==> src/rtl/drum_step_sequencer_pkg.sv <==
// Shared definitions for the drum step sequencer.
//   - Default pattern geometry (NUM_VOICES x NUM_STEPS).
//   - Voice lane indices for the drum kit.
//   - Play/stop state encoding used by the step timer.
package drum_pkg;

    localparam int unsigned NUM_VOICES = 4;
    localparam int unsigned NUM_STEPS  = 16;

    localparam int unsigned KICK  = 0;
    localparam int unsigned SNARE = 1;
    localparam int unsigned CHH   = 2;
    localparam int unsigned OHH   = 3;

    typedef enum logic [0:0] {
        IDLE = 1'b0,
        PLAY = 1'b1
    } seq_state_t;

endpackage

==> src/rtl/drum_step_sequencer_if.sv <==
// Control/UI <-> sequencer bundle.
//   master: control logic (drives run, tempo, mute, pattern writes;
//           observes triggers, choke and step position)
//   slave : drum_step_sequencer
// Signals:
//   run, ticks_per_step, mute            transport and voice gating
//   wr_en, wr_voice, wr_step, wr_data    pattern bit write port
//   trig, choke, step_idx, step_strobe   sequencer outputs
interface drum_step_sequencer_if #(
    parameter int unsigned NUM_VOICES = drum_pkg::NUM_VOICES,
    parameter int unsigned NUM_STEPS  = drum_pkg::NUM_STEPS,
    parameter int unsigned TEMPO_W    = 16
);

    logic                          run;
    logic [TEMPO_W-1:0]            ticks_per_step;
    logic [NUM_VOICES-1:0]         mute;
    logic                          wr_en;
    logic [$clog2(NUM_VOICES)-1:0] wr_voice;
    logic [$clog2(NUM_STEPS)-1:0]  wr_step;
    logic                          wr_data;
    logic [NUM_VOICES-1:0]         trig;
    logic                          choke;
    logic [$clog2(NUM_STEPS)-1:0]  step_idx;
    logic                          step_strobe;

    modport master (
        output run, ticks_per_step, mute, wr_en, wr_voice, wr_step, wr_data,
        input  trig, choke, step_idx, step_strobe
    );

    modport slave (
        input  run, ticks_per_step, mute, wr_en, wr_voice, wr_step, wr_data,
        output trig, choke, step_idx, step_strobe
    );

endinterface

==> src/rtl/drum_step_sequencer_step_timer.sv <==
// Step timer: play/stop state, audio-tick divider and step position.
// Ports:
//   audio_tick     clock, one edge per audio sample
//   reset          synchronous active-high reset
//   run_i          1 = play, 0 = stop
//   tps_i          audio ticks per step (0 and 1 both mean 1)
//   fire_o         combinational: this edge fires the column at step_idx_o
//   step_idx_o     current step position
//   step_strobe_o  registered one-tick pulse at each step start
module step_timer
    import drum_pkg::*;
#(
    parameter int unsigned STEP_COUNT = 16,
    parameter int unsigned TEMPO_W    = 16
) (
    input  logic                          audio_tick,
    input  logic                          reset,
    input  logic                          run_i,
    input  logic [TEMPO_W-1:0]            tps_i,
    output logic                          fire_o,
    output logic [$clog2(STEP_COUNT)-1:0] step_idx_o,
    output logic                          step_strobe_o
);

    localparam int unsigned SW = $clog2(STEP_COUNT);

    seq_state_t         state_q, state_d;
    logic [TEMPO_W-1:0] tick_cnt_q, tick_cnt_d;
    logic [TEMPO_W-1:0] tps_eff;
    logic [SW-1:0]      step_q, step_d;
    logic               strobe_q, strobe_d;
    logic               fire;

    always_comb begin
        tps_eff    = (tps_i == '0) ? TEMPO_W'(1) : tps_i;
        state_d    = state_q;
        tick_cnt_d = tick_cnt_q;
        step_d     = step_q;
        strobe_d   = 1'b0;
        fire       = 1'b0;
        case (state_q)
            IDLE: begin
                tick_cnt_d = '0;
                step_d     = '0;
                if (run_i) begin
                    state_d = PLAY;
                end
            end
            PLAY: begin
                if (!run_i) begin
                    state_d    = IDLE;
                    tick_cnt_d = '0;
                    step_d     = '0;
                end else begin
                    fire     = (tick_cnt_q == '0);
                    strobe_d = fire;
                    // >= rather than == so a tempo decrease below the
                    // current count ends the step immediately.
                    if (tick_cnt_q >= tps_eff - TEMPO_W'(1)) begin
                        tick_cnt_d = '0;
                        step_d     = step_q + SW'(1);
                    end else begin
                        tick_cnt_d = tick_cnt_q + TEMPO_W'(1);
                    end
                end
            end
            default: begin
                state_d    = IDLE;
                tick_cnt_d = '0;
                step_d     = '0;
            end
        endcase
    end

    always_ff @(posedge audio_tick) begin
        if (reset) begin
            state_q    <= IDLE;
            tick_cnt_q <= '0;
            step_q     <= '0;
            strobe_q   <= 1'b0;
        end else begin
            state_q    <= state_d;
            tick_cnt_q <= tick_cnt_d;
            step_q     <= step_d;
            strobe_q   <= strobe_d;
        end
    end

    assign fire_o        = fire;
    assign step_idx_o    = step_q;
    assign step_strobe_o = strobe_q;

endmodule

==> src/rtl/drum_step_sequencer.sv <==
// 16-step drum pattern sequencer clocked from the audio tick.
// Holds the voice x step pattern matrix, fires one column per step and
// emits one-tick trigger pulses per voice plus the open-hat choke.
// Ports:
//   audio_tick  clock, one edge per audio sample
//   reset       synchronous active-high reset (also clears the pattern)
//   bus         drum_step_sequencer_if.slave: transport, tempo, mute,
//               pattern write port, trig/choke/step_idx/step_strobe
module drum_step_sequencer #(
    parameter int unsigned NUM_VOICES = drum_pkg::NUM_VOICES,
    parameter int unsigned NUM_STEPS  = drum_pkg::NUM_STEPS,
    parameter int unsigned TEMPO_W    = 16,
    parameter int unsigned CHH_IDX    = drum_pkg::CHH,
    parameter int unsigned OHH_IDX    = drum_pkg::OHH
) (
    input  logic                   audio_tick,
    input  logic                   reset,
    drum_step_sequencer_if.slave   bus
);

    localparam int unsigned SW = $clog2(NUM_STEPS);

    logic [NUM_STEPS-1:0]  pattern_q [NUM_VOICES];
    logic [NUM_VOICES-1:0] col;
    logic [NUM_VOICES-1:0] eff;
    logic [NUM_VOICES-1:0] trig_q, trig_d;
    logic                  choke_q, choke_d;
    logic                  fire;
    logic [SW-1:0]         step_idx;
    logic                  step_strobe;

    step_timer #(
        .STEP_COUNT (NUM_STEPS),
        .TEMPO_W    (TEMPO_W)
    ) u_timer (
        .audio_tick    (audio_tick),
        .reset         (reset),
        .run_i         (bus.run),
        .tps_i         (bus.ticks_per_step),
        .fire_o        (fire),
        .step_idx_o    (step_idx),
        .step_strobe_o (step_strobe)
    );

    // Column read uses the pre-edge pattern, so a write landing on the
    // firing column in the same edge only shows up on the next pass.
    always_comb begin
        for (int unsigned v = 0; v < NUM_VOICES; v++) begin
            col[v] = pattern_q[v][step_idx];
        end
        eff     = col & ~bus.mute;
        trig_d  = '0;
        choke_d = 1'b0;
        if (fire) begin
            trig_d = eff;
            // Closed hat wins over open hat and chokes it.
            if (eff[CHH_IDX]) begin
                trig_d[OHH_IDX] = 1'b0;
                choke_d         = 1'b1;
            end
        end
    end

    always_ff @(posedge audio_tick) begin
        if (reset) begin
            for (int unsigned v = 0; v < NUM_VOICES; v++) begin
                pattern_q[v] <= '0;
            end
            trig_q  <= '0;
            choke_q <= 1'b0;
        end else begin
            trig_q  <= trig_d;
            choke_q <= choke_d;
            if (bus.wr_en) begin
                // Matching against each valid row drops out-of-range voices.
                for (int unsigned v = 0; v < NUM_VOICES; v++) begin
                    if (32'(bus.wr_voice) == v) begin
                        pattern_q[v][bus.wr_step] <= bus.wr_data;
                    end
                end
            end
        end
    end

    assign bus.trig        = trig_q;
    assign bus.choke       = choke_q;
    assign bus.step_idx    = step_idx;
    assign bus.step_strobe = step_strobe;

endmodule

==> src/flat_wrapper.sv <==
// flat-port wrapper written by rule: the top's interface ports become plain ports
module drum_step_sequencer_flat 
#(
    parameter int unsigned NUM_VOICES = drum_pkg::NUM_VOICES,
    parameter int unsigned NUM_STEPS  = drum_pkg::NUM_STEPS,
    parameter int unsigned TEMPO_W    = 16,
    parameter int unsigned CHH_IDX    = drum_pkg::CHH,
    parameter int unsigned OHH_IDX    = drum_pkg::OHH
)
  (audio_tick, reset, bus_run, bus_ticks_per_step, bus_mute, bus_wr_en, bus_wr_voice, bus_wr_step, bus_wr_data, bus_trig, bus_choke, bus_step_idx, bus_step_strobe);
  drum_step_sequencer_if #(.NUM_VOICES(NUM_VOICES), .NUM_STEPS(NUM_STEPS), .TEMPO_W(TEMPO_W)) bus_i ();
  input  logic audio_tick;
  input  logic reset;
  input wire logic [$bits(bus_i.run)-1:0] bus_run;
  input wire logic [$bits(bus_i.ticks_per_step)-1:0] bus_ticks_per_step;
  input wire logic [$bits(bus_i.mute)-1:0] bus_mute;
  input wire logic [$bits(bus_i.wr_en)-1:0] bus_wr_en;
  input wire logic [$bits(bus_i.wr_voice)-1:0] bus_wr_voice;
  input wire logic [$bits(bus_i.wr_step)-1:0] bus_wr_step;
  input wire logic [$bits(bus_i.wr_data)-1:0] bus_wr_data;
  output wire logic [$bits(bus_i.trig)-1:0] bus_trig;
  output wire logic [$bits(bus_i.choke)-1:0] bus_choke;
  output wire logic [$bits(bus_i.step_idx)-1:0] bus_step_idx;
  output wire logic [$bits(bus_i.step_strobe)-1:0] bus_step_strobe;
  assign bus_i.run = bus_run;
  assign bus_i.ticks_per_step = bus_ticks_per_step;
  assign bus_i.mute = bus_mute;
  assign bus_i.wr_en = bus_wr_en;
  assign bus_i.wr_voice = bus_wr_voice;
  assign bus_i.wr_step = bus_wr_step;
  assign bus_i.wr_data = bus_wr_data;
  assign bus_trig = bus_i.trig;
  assign bus_choke = bus_i.choke;
  assign bus_step_idx = bus_i.step_idx;
  assign bus_step_strobe = bus_i.step_strobe;
  drum_step_sequencer #(.NUM_VOICES(NUM_VOICES), .NUM_STEPS(NUM_STEPS), .TEMPO_W(TEMPO_W), .CHH_IDX(CHH_IDX), .OHH_IDX(OHH_IDX)) u_core (.audio_tick(audio_tick), .reset(reset), .bus(bus_i));
endmodule
==> config.mk <==
export PLATFORM = sky130hd
export DESIGN_NAME = drum_step_sequencer_flat
export DESIGN_NICKNAME = d
export VERILOG_FILES = /design/src/rtl/drum_step_sequencer_pkg.sv /design/src/rtl/drum_step_sequencer_if.sv /design/src/rtl/drum_step_sequencer_step_timer.sv /design/src/rtl/drum_step_sequencer.sv /design/src/flat_wrapper.sv
export SDC_FILE = /design/constraint.sdc
export NUM_CORES = 1
export LEC_CHECK = 0
export CELL_PAD_IN_SITES_DETAIL_PLACEMENT = 2
export CELL_PAD_IN_SITES_GLOBAL_PLACEMENT = 2
export CORE_MARGIN = 2
export CORE_UTILIZATION = 35
export CTS_BUF_LIST = sky130_fd_sc_hd__clkbuf_4 sky130_fd_sc_hd__clkbuf_8
export DETAILED_ROUTE_END_ITERATION = 8
export HOLD_SLACK_MARGIN = 0.03
export MAX_ROUTING_LAYER = met4
export PLACE_DENSITY = 0.82
export SKIP_CTS_REPAIR_TIMING = 1
export SYNTH_ARGS = -nofsm -noshare
export SYNTH_HDL_FRONTEND = slang
export SYNTH_SLANG_ARGS = --single-unit
==> constraint.sdc <==
create_clock -name audio_tick -period 6 [get_ports audio_tick]
set_input_delay 1.8 -clock audio_tick [delete_from_list [all_inputs] [get_ports audio_tick]]
set_output_delay 1.8 -clock audio_tick [all_outputs]
set_load 0.05 [all_outputs]
==> metrics.txt <==
M1 wire length 5.947 mm; post-synthesis sequential area ratio 47.78%; synthesized flop and latch total 90; fmax 0.1756 GHz; VDD IR max 0.00008839 V; CTS Buf Count 9; DRC Markers 0; cell row count 44; P&R area growth vs syn 15.32%; Via density 5.412; Finished Layout Cells 699; area leader, netlist edfxtp_1; Crit path arrival time 5.94 ns; met3 wire len 283 um; Max Fanout on Critical Path 4; DR top layer met4; Slew @ Worst Pin 1.023 ns; Routed WL 13.84 mm; slowest CP cell or4_4; number of hold violations in the final report 0; DP Area 5685 um2; post-DP HPWL 10.11 mm; die width 124.8 um; Mapped Avg Cell Area 10.74 um2; vias in the first global route 4,122; Yosys top cell area share 37.60%; Slew Limit Fails 0; top cells by area, synth edfxtp_1 (38%), dfxtp_1 (10%), o21bai_1 (9.5%); Routed Antenna Nets 0; synth cell count leaders nor2_1 (96), o21bai_1 (65), edfxtp_1 (64); Yosys cell types 48; Sequential cell area 2442 um2; Buffers & Inverters on Critical Path 1; CTS tree yes; Synth Flop Type edfxtp_1; EDFF count, synth 64; drt pass-1 iters 4; Fill cells 1,545; worst hold slack 0.4745 ns; gpl congestion 0.7890; GRT Util Overall 19.34%; Die H 124.8 um; share of cells above drive strength 1 9.709%; Final Instance Area 5894 um2; PortBufs 40; most frequent cell after synthesis nor2_1; final-report setup violation count 0; number of cells produced by synthesis 476; RSZ-0062 raised after global routing false; largest delay contributor family on the critical path simple AND/OR/NAND/NOR gates; # diodes 0; Placed Cells 683; CTS root buf clkbuf_8; Initial DRC Count 169; clock skew 0.02193 ns; Tcrit/Tclk final 94.91%; CP max stage delay 0.56 ns; largest net degree at the start of global routing 69; Worst-Skew Late Latency 0.38 ns; Overflow after GRT 0; Crit Path Category in2reg; die area 15,590 um2; met2 wire len 7.453 mm; Max Buffers Root-to-Sink 2; worst path cell trace clkdlybuf4s50_1 > or4_4 > or4_4 > nor4_2 > nor2_1 > ha_1 > nor4b_1 > nand2_1 > nor4_1 > xnor2_1 > ha_1 > nand4_1 > or2_0 > o311ai_0 > mux2_2 > or3b_1; Core Footprint 14,420 um2; nets@finish 561; DR WL/cell 19.80 um; Synth warnings 0; vias 3,783; CTS clock-pin slew for the worst setup and hold paths 0.09 ns; Setup crit end kind flop; Syn Nets 527; worst min-delay path category reg2reg; total number of H-tree levels 3; async set-or-reset flop fraction in the synthesized netlist 0%; cell area after synthesis 5111 um2; fin crit period 5.694 ns; Initial Utilization 35.44%; pwr dens 213.9 nW/um2; startpoint types input port; Max-cap violations 0; Crit path required time 6.25 ns; first-pass GRT wire length 23.06 mm; status complete, no violations; Static Leakage 1.803 nW; multi-input logic area 2519 um2; relative slew slack 31.73%; Ports 41; initial antenna violation count 0; Sink Count 90
==> registers in the layout (all words and copies together) (netlist names) <==
register / cells
u_core.u_timer.step_strobe_o: 1
u_core.u_timer.state_q: 1
u_core.u_timer.step_idx_o: 4
u_core.u_timer.tick_cnt_q: 16
u_core.bus.trig: 3
u_core.bus.choke: 1
u_core.pattern_q: 64
==> routing by layer <==
layer  up-vias  global-route usage (%)
li1       1802                       -
met1      1931                   22.92
met2        40                   34.49
met3        10                   2.491
met4         0                   5.621
met5         -                       -
==> placed cells by master (no fill, tap or decap), types with 2 or more instances in the layout <==
master,n
or3_1,3
nor4b_1,3
nor4_1,5
nand2_1,27
mux2i_1,5
ha_1,20
nand3b_1,4
o21ai_0,3
or4_4,2
nor2b_1,7
mux4_2,19
clkdlybuf4s50_1,40
clkinv_4,2
o21bai_1,65
buf_4,8
nand4_1,7
xor2_1,13
a21oi_1,6
nand2b_1,5
nor3b_1,2
and3_1,2
clkbuf_8,10
o21ai_1,2
xnor2_1,12
dfxtp_1,26
edfxtp_1,64
nand3_1,19
inv_1,9
nor2_1,96
nor3_1,7
==> report_power, final <==
| part | internal (mW) | switching [mW] | leakage, nW | total, mW |
|---|---|---|---|---|
| Clock | 0.212 | 0.236 | 0.104 | 0.448 |
| Combinational | 0.0557 | 0.0635 | 0.882 | 0.119 |
| Sequential | 0.687 | 0.00760 | 0.818 | 0.694 |
| Total | 0.954 | 0.307 | 1.80 | 1.26 |
==> final timing paths <==
kind,cells past startpoint,startpoint,endpoint,slack (ns)
max,16,bus_ticks_per_step[9],u_core.u_timer.step_idx_o[2],0.31
min,1,u_core.u_timer.tick_cnt_q[0],u_core.u_timer.tick_cnt_q[0],0.47
max reg2reg,3,u_core.u_timer.step_idx_o[1],u_core.bus.trig[3],3.71
min reg2reg,1,u_core.u_timer.tick_cnt_q[0],u_core.u_timer.tick_cnt_q[0],0.47
==> per-stage QoR <==
stage | total power, mW | worst slack (ns) | setup TNS, ns | utilization (%)
detailed placement | 0.8290 | -0.07997 | -0.6702 | 39.42
global placement | 0.8187 | 0.1076 | 0 | 39.42
global route | 1.312 | 0.01649 | 0 | 40.87
CTS | 1.278 | 0.2928 | 0 | 40.87
floorplan | 0.7702 | 0.7178 | 0 | -
finish | 1.261 | 0.3056 | 0 | 40.87
==> worst reg2reg max path, cell delays in order (launching register included) <==
cell,delay [ns]
dfxtp_1,1.01
mux4_2,0.47
mux4_2,0.51
nor4b_1,0.16
==> cells by family (layout without fill, tap and decap cells) <==
logic type / Yosys count / count (layout) / synth area share, %
simple gates: 197 / 197 / 18.38
mux: 25 / 25 / 9.572
buf+inv: 34 / 73 / 2.937
fa+ha+maj: 20 / 20 / 4.896
compound gates: 85 / 85 / 12.14
flops: 90 / 90 / 47.78
xor+xnor: 25 / 25 / 4.284
==> area by class of cell <==
| type | count | share of cell area, % |
|---|---|---|
| Multi-Input combinational cell | 352 | 42.73 |
| Inverter | 9 | 0.5731 |
| Timing Repair Buffer | 48 | 7.812 |
| Sequential cell | 90 | 41.43 |
| Clock buffer | 11 | 2.462 |
| Tap cell | 184 | 3.906 |
| Clock inverter | 5 | 1.083 |
Note: power is estimated with default switching activity, not from simulation.
